**config.mk**
```make
export PLATFORM = sky130hd
export DESIGN_NAME = spi_controller
export DESIGN_NICKNAME = d
export VERILOG_FILES = /design/src/rtl/spi_controller.sv
export SDC_FILE = /design/constraint.sdc
export NUM_CORES = 1
export LEC_CHECK = 0
export ABC_AREA = 1
export CORE_MARGIN = 5
export CORE_UTILIZATION = 55
export CTS_CLUSTER_DIAMETER = 80
export DETAILED_ROUTE_END_ITERATION = 8
export DONT_BUFFER_PORTS = 1
export PLACE_DENSITY = 0.71
export RECOVER_POWER = 25
export SYNTH_ARGS = -nofsm -noshare
export SYNTH_HDL_FRONTEND = slang
export SYNTH_SLANG_ARGS = --single-unit
```
**constraint.sdc**
```tcl
create_clock -name clk -period 1.4 [get_ports clk]
set_input_delay 0.35 -clock clk [delete_from_list [all_inputs] [get_ports clk]]
set_output_delay 0.35 -clock clk [all_outputs]
set_load 0.01 [all_outputs]
```
**src/rtl/spi_controller.sv**
```systemverilog
// spi_controller: SPI mode-0 initiator, one DATA_WIDTH-bit frame per start.
// Ports: clk, rst_n | start, tx_data in | busy, done, rx_data out |
//        ss, sclk, mosi out, miso in. Build option: SPI_LSB_FIRST_EN
//        selects LSB-first order for both transmit and receive.
module spi_controller #(
  parameter int DATA_WIDTH = 32,
  parameter int CLK_DIV    = 4
) (
  input  logic                  clk,
  input  logic                  rst_n,
  input  logic                  start,
  input  logic [DATA_WIDTH-1:0] tx_data,
  output logic                  busy,
  output logic                  done,
  output logic [DATA_WIDTH-1:0] rx_data,
  output logic                  ss,
  output logic                  sclk,
  output logic                  mosi,
  input  logic                  miso
);

  localparam int BIT_W = $clog2(DATA_WIDTH);
  localparam int PH_W  = $clog2(CLK_DIV) + 1;

  localparam logic [BIT_W-1:0] BIT_LAST =
    BIT_W'(DATA_WIDTH - 1);
  localparam logic [PH_W-1:0] PH_LAST =
    PH_W'(CLK_DIV - 1);

  typedef enum logic [2:0] {
    IDLE,
    SETUP,
    SCLK_HI,
    SCLK_LO,
    FINISH
  } state_e;

  state_e                  state_q, state_d;
  logic [PH_W-1:0]         phase_q, phase_d;
  logic [BIT_W-1:0]        bit_q, bit_d;
  logic [DATA_WIDTH-1:0]   tx_sh_q, tx_sh_d;
  logic [DATA_WIDTH-1:0]   rx_sh_q, rx_sh_d;
  logic [DATA_WIDTH-1:0]   rx_data_q, rx_data_d;
  logic                    ss_q, ss_d;
  logic                    sclk_q, sclk_d;
  logic                    mosi_q, mosi_d;
  logic                    busy_q, busy_d;
  logic                    done_q, done_d;

  logic                    phase_end;
  logic                    accept;
  logic                    first_bit;
  logic                    next_bit;
  logic [DATA_WIDTH-1:0]   tx_shift;
  logic [DATA_WIDTH-1:0]   rx_shift;

`ifdef SPI_LSB_FIRST_EN
  assign first_bit = tx_data[0];
  assign next_bit  = tx_sh_q[1];
  assign tx_shift  = tx_sh_q >> 1;
  assign rx_shift  = {miso, rx_sh_q[DATA_WIDTH-1:1]};
`else
  assign first_bit = tx_data[DATA_WIDTH-1];
  assign next_bit  = tx_sh_q[DATA_WIDTH-2];
  assign tx_shift  = tx_sh_q << 1;
  assign rx_shift  = {rx_sh_q[DATA_WIDTH-2:0], miso};
`endif

  assign phase_end = (phase_q == PH_LAST);

  // FINISH counts as idle so a start in the done cycle
  // chains frames with a single ss-high cycle.
  assign accept = start &&
    (state_q == IDLE || state_q == FINISH);

  always_comb begin
    state_d   = state_q;
    phase_d   = phase_q;
    bit_d     = bit_q;
    tx_sh_d   = tx_sh_q;
    rx_sh_d   = rx_sh_q;
    rx_data_d = rx_data_q;
    ss_d      = ss_q;
    sclk_d    = sclk_q;
    mosi_d    = mosi_q;
    busy_d    = busy_q;
    done_d    = 1'b0;

    unique case (state_q)
      IDLE: begin
        state_d = IDLE;
      end
      SETUP: begin
        if (phase_end) begin
          phase_d = '0;
          state_d = SCLK_HI;
          sclk_d  = 1'b1;
          rx_sh_d = rx_shift;
        end else begin
          phase_d = phase_q + PH_W'(1);
        end
      end
      SCLK_HI: begin
        if (phase_end) begin
          phase_d = '0;
          state_d = SCLK_LO;
          sclk_d  = 1'b0;
          // Past the last bit mosi just holds.
          if (bit_q != BIT_LAST) begin
            mosi_d  = next_bit;
            tx_sh_d = tx_shift;
          end
        end else begin
          phase_d = phase_q + PH_W'(1);
        end
      end
      SCLK_LO: begin
        if (phase_end) begin
          phase_d = '0;
          if (bit_q < BIT_LAST) begin
            bit_d   = bit_q + BIT_W'(1);
            state_d = SCLK_HI;
            sclk_d  = 1'b1;
            rx_sh_d = rx_shift;
          end else begin
            bit_d     = '0;
            state_d   = FINISH;
            ss_d      = 1'b1;
            done_d    = 1'b1;
            busy_d    = 1'b0;
            mosi_d    = 1'b0;
            rx_data_d = rx_sh_q;
          end
        end else begin
          phase_d = phase_q + PH_W'(1);
        end
      end
      FINISH: begin
        state_d = IDLE;
      end
      default: begin
        state_d = IDLE;
      end
    endcase

    if (accept) begin
      state_d = SETUP;
      phase_d = '0;
      bit_d   = '0;
      tx_sh_d = tx_data;
      rx_sh_d = '0;
      mosi_d  = first_bit;
      ss_d    = 1'b0;
      sclk_d  = 1'b0;
      busy_d  = 1'b1;
    end
  end

  always_ff @(posedge clk or negedge rst_n) begin
    if (!rst_n) begin
      state_q   <= IDLE;
      phase_q   <= '0;
      bit_q     <= '0;
      tx_sh_q   <= '0;
      rx_sh_q   <= '0;
      rx_data_q <= '0;
      ss_q      <= 1'b1;
      sclk_q    <= 1'b0;
      mosi_q    <= 1'b0;
      busy_q    <= 1'b0;
      done_q    <= 1'b0;
    end else begin
      state_q   <= state_d;
      phase_q   <= phase_d;
      bit_q     <= bit_d;
      tx_sh_q   <= tx_sh_d;
      rx_sh_q   <= rx_sh_d;
      rx_data_q <= rx_data_d;
      ss_q      <= ss_d;
      sclk_q    <= sclk_d;
      mosi_q    <= mosi_d;
      busy_q    <= busy_d;
      done_q    <= done_d;
    end
  end

  assign busy    = busy_q;
  assign done    = done_q;
  assign rx_data = rx_data_q;
  assign ss      = ss_q;
  assign sclk    = sclk_q;
  assign mosi    = mosi_q;

endmodule

```
### After elaboration in Yosys (flattened, before gate mapping)

Index checks and enable logic that the tools add are counted.

* add/subtract/negate cells: 2
* $lt $le $gt $ge: 1
* equality and inequality tests: 13
* muxes and demuxes: 43
* bitwise logic cells: 1
* reduce and logical (&&, ||, !) cells: 20

Operator list (count)
* 32-bit two-way mux: 4
* 31-bit two-way mux: 4
* 32-bit one-hot mux with 2 select lines: 1
* 3-bit two-way mux: 8
* 5-bit two-way mux: 4
* 1-bit two-way mux: 19
* 3-bit != test (second input constant): 6
* 3-bit AND reduction: 4
* 5-bit AND reduction: 2
* 2-bit nonzero test: 5
* 3-bit by 2-bit equality test with 1-bit output (second input constant): 3
* 3-bit one-hot mux with 3 select lines: 1
* 3-bit nonzero test: 2
* 5-bit by 1-bit adder with 5-bit output (second input constant): 1
* 5-bit less-than comparator (second input constant): 1
* 5-bit != test (second input constant): 1
* 4-bit AND reduction: 1
* 4-bit nonzero test: 1
* 3-bit by 1-bit adder with 3-bit output (second input constant): 1
* 3-bit by 1-bit equality test with 1-bit output (second input constant): 1
* 3-bit equality test (second input constant): 1
* 3-bit logical NOT: 1
* 1-bit one-hot mux with 3 select lines: 1
* 3-bit OR reduction: 1
* 6 further kinds: 6

* flip-flop bits (word level): 111
* input port bits: 36
* output and inout bits: 37
* word-level logic and storage cells: 91

### Logic depth before layout (Yosys ltp)

* word-level depth: 5
* mapped depth: 10
* gate-level depth less buffers: 10

### Worst setup path after synthesis

No wires, ideal clock.

* path kind: reg2reg
* from: register bit_q[0]
* to: register tx_sh_q[30]
* setup time: 0.116 ns
* data arrival time: 1.432 ns
* required time: 1.284 ns
* path slack: -0.148 ns
* stages on the path, launching flop included: 10
* path buffers: 1
* clock period less this slack: 1.548 ns
* cell sequence: dfrtp_1 -> ha_1 -> nand2_1 -> nor2_1 -> ha_1 -> o21ai_1 -> nand2_2 -> buf_2 -> nand2_1 -> nand2_1

* cells in the longest elaborated chain, start to end: 3

Ends and longest elaborated chain
* start: declaration: RTL line 40 `logic [BIT_W-1:0] bit_q, bit_d;`
* start signal: assignment: RTL line 175 `bit_q <= bit_d;`
* 5-bit != test: RTL line 109 `if (bit_q != BIT_LAST) begin`
* 2-bit nonzero test (no line)
* 3-bit AND reduction (no line)
* end signal: assignment: RTL line 176 `tx_sh_q <= tx_sh_d;`
* end: declaration: RTL line 41 `logic [DATA_WIDTH-1:0] tx_sh_q, tx_sh_d;`

No other way between the ends.
A chain may end at the register's enable or synchronous reset.

### Final worst setup path

* from: register bit_q[0]
* to: register tx_sh_q[6]

Same word-level chain as after synthesis.

==> results.toml <==
[run_status]
status = "finished, violations left"
violations = "negative hold slack, negative setup slack"

[drt]
wl_met3_um = 616
wl_met2_um = 6450
vias_per_cell = 5.14
highest_layer = "met4"
drtIter0Drc = 162
wl_per_cell_um = 14.9
vias = 4206
totalWireLength_um = 12200
first_pass_iters = 4
ant_nets = 0
drt-met1-wl_um = 4970
drc = 0

[synth]
synth.area.top_cells = "dfrtp_1, nand2_1, nand3_1"
yosys.area.top_type = "dfrtp_1"
ys.flop_type = "dfrtp_1"
synth_cell_types = 31
synth_edf_count = 0
synth_compound_area_share_pct = 5.06
yosys_warnings = 0
synth.top_cell.area_share_pct = 52.8
synth_simple_gate_area_share_pct = 32.2
synth_nets = 690
synth-seq-cells = 111
async_reset_ff_share_pct = 100
syn-cell-area_um2 = 5220
synth-xor-area-share_pct = 0.168
synth_seq_area_share_pct = 53.3
yosys.area_share.adder_pct = 0.719
synth.area.mux_share_pct = 0
synth_top_family_by_area = "simple AND/OR/NAND/NOR gates"
avgSynthCellArea_um2 = 8.01
syn_inst = 651

[power]
clkPwrFrac_pct = 14.5
switching_share_pct = 41.8
p_leak_uw = 0.00337
p_per_area_nw_per_um2 = 1980
seqPwrFrac_pct = 35.7
max-vdd-ir-drop_v = 0.00102
cell_internal_pwr_uw = 7490
p_switching_uw = 5390
power.total_uw = 12900
combPwrFrac_pct = 49.8

[placement]
place_hpwl_um = 6950
finalWeightedCongestion = 0.824
portBuffers = 0

[floorplan]
fp.dieArea_um2 = 11500
rows = 35
initial_core_util_pct = 56.5
core_area_um2 = 9240
die_x_um = 107
die_h_um = 107
io_pins = 73

[final_layout]
areaGrowthSynthToFinish_pct = 24.6
multiInputGateArea_um2 = 2450
antennaDiodeCount = 0
final_nets = 724
fillerInstances = 700
final-seq-area_um2 = 2780
drive_gt1_share_pct = 28.4

[critical_path]
slowest_stage = "dfrtp_1"
criticalPathCategory = "flip-flop to flip-flop"
crit_chain = "ha_2, nand2_1, nor2_1, ha_2, o21ai_4, nand2_4, clkbuf_16, nand2_1, nand2_1"
cpPeakStageDelay_ns = 0.39
end_kind = "flip-flop"
required_ns = 1.67
start_kind = "flip-flop"
arrival_ns = 1.81
path_common_cell = "nand2_1"
worst-path-max-fanout = 15

[clocking]
worstSkewPairLatency_ns = 0.37
cts_tree = "yes"
root_buffer = "clkbuf_8"
ctsHtreeMaxLevel = 3
clock_sinks = 111
cts.reportedPaths.clkPinSlew_ns = 0.11
cts_buffers = 9
clock_path_buffers = 2

[timing]
max_clock_freq_ghz = 0.649
finalCritPeriodShare_pct = 110
hold_viol_final = 111
drv_slew = 0
finalWorstSetupSlack_ns = -0.141
layout_min_cycle_time_ns = 1.54
tightest_slew_ns = 0.253
whs_ns = -0.349
skew_ns = 0.0151
max_slew_margin_pct = 83.1
fin_tns_setup_ns = -7.56
finalSetupViolCount = 85
rsz0062_at_grt = "true"

[global_routing]
grt_max_degree = 112
grt_pass1_vias = 3998
grt_usage_pct = 19.8
grt_antenna_before_repair = 0
grt_pass1_wl_um = 18600
overflow = 0

[min_path]
hold_path_class = "primary input to asynchronous set/reset pin"

[flow_run]
drv_cap = 0
-- power by group through the flow --
stage / Combinational, uW / Sequential (uW) / Clock, uW
after floorplan: 3390 / 4400 / 0
after global placement: 4350 / 4470 / 0
after detailed placement: 4500 / 4500 / 0
after CTS: 5070 / 4450 / 1890
after global routing: 7020 / 4690 / 2030
final: 6420 / 4600 / 1860
-- placed cells by master (no fill, tap or decap), types with 2 or more instances in the layout --
cell,instances
a21oi_1,3
buf_12,8
buf_16,3
buf_4,25
buf_6,11
buf_8,6
clkbuf_16,3
clkbuf_8,11
dfrtp_1,108
dfrtp_2,2
ha_2,3
inv_1,42
inv_2,5
inv_6,2
nand2_1,236
nand2_2,49
nand2_4,31
nand3_1,41
nand3_2,2
nand3_4,3
nor2_1,38
nor2_4,4
o21ai_0,8
o21ai_1,14
o21ai_2,13
o21ai_4,4
-- state kept, by name, summed over array words and instances, names as in the netlist --
| signal | cells |
|---|---|
| state_q | 3 |
| done | 1 |
| rx_data | 32 |
| ss | 1 |
| busy | 1 |
| mosi | 1 |
| sclk | 1 |
| bit_q | 5 |
| rx_sh_q | 32 |
| phase_q | 3 |
| tx_sh_q | 31 |
-- layer usage --
metal  up-vias  global-route usage, %
met2        93                   33.7
met4         0                   5.95
li1       2059                      -
met1      2038                   24.9
met3        16                   4.98
met5         -                      0
-- final cells by class --
class	count	share of cell area [%]
Sequential cell	111	42.8
Multi-Input combinational cell	458	37.7
Timing Repair Buffer	56	11.1
Inverter	49	3.06
Tap cell	129	2.48
Clock buffer	11	2.33
Clock inverter	5	0.597
-- synth_stat cells (2+ instances only) --
master    instances
buf_6            14
a21oi_1           3
clkbuf_1          3
buf_4             4
dfrtp_1         110
nand2_2           5
o21ai_0          22
nand2_1         309
nand3_1          44
buf_2            13
nor2_1           39
inv_2             3
ha_1              3
nor2_4            3
inv_1            45
o21ai_1           9
o21ai_2           7
nand2_4           2
-- cell families (layout without fill, tap and decap cells) --
group,Yosys count,in the layout
adders and majority gates,3,3
AOI/OAI and AO/OA,44,44
buffers and inverters,83,121
xor gates and xnor gates,1,1
DFF,111,111
and+or+nand+nor,409,410
-- critical path: cells and delay by family, from the launching register on --
family	cells	cell delay, ns
buffers and inverters	1	0.19
adder cells (fa/ha/maj)	2	0.38
AND/OR/NAND/NOR	5	0.34
flip-flops	1	0.39
AO/OA/AOI/OAI	1	0.14
-- final timing paths --
path,start,endpoint,slack [ns],cells after the start
max in group asynchronous,rst_n,ss,1.47,0
hold / removal,rst_n,rx_data[7],-0.35,0
min in group clk,tx_data[0],tx_sh_q[0],0.10,2
hold reg to reg,tx_sh_q[0],tx_sh_q[0],0.49,2
setup / recovery,bit_q[0],tx_sh_q[6],-0.14,9
setup reg to reg,bit_q[0],tx_sh_q[6],-0.14,9
-- stage by stage --
stage | cell area [um^2] | utilization, % | std cells | setup WS [ns]
global route | 6500 | 70.3 | 819 | -0.219
CTS | 5950 | 64.4 | 812 | -0.142
floorplan | 5240 | - | 651 | -0.101
global placement | 5520 | 59.7 | 785 | -0.115
finish | 6500 | 70.3 | 819 | -0.141
detailed placement | 5520 | 59.7 | 785 | -0.187
-- timing repair --
item	CTS	global route
setup buffers	7	7
resized for setup	30	141
pin swaps	10	20
endpoints found under the setup margin	70	110
cloned	4	3
hold endpoints to repair	111	111
Power figures use the tool's default switching activity.
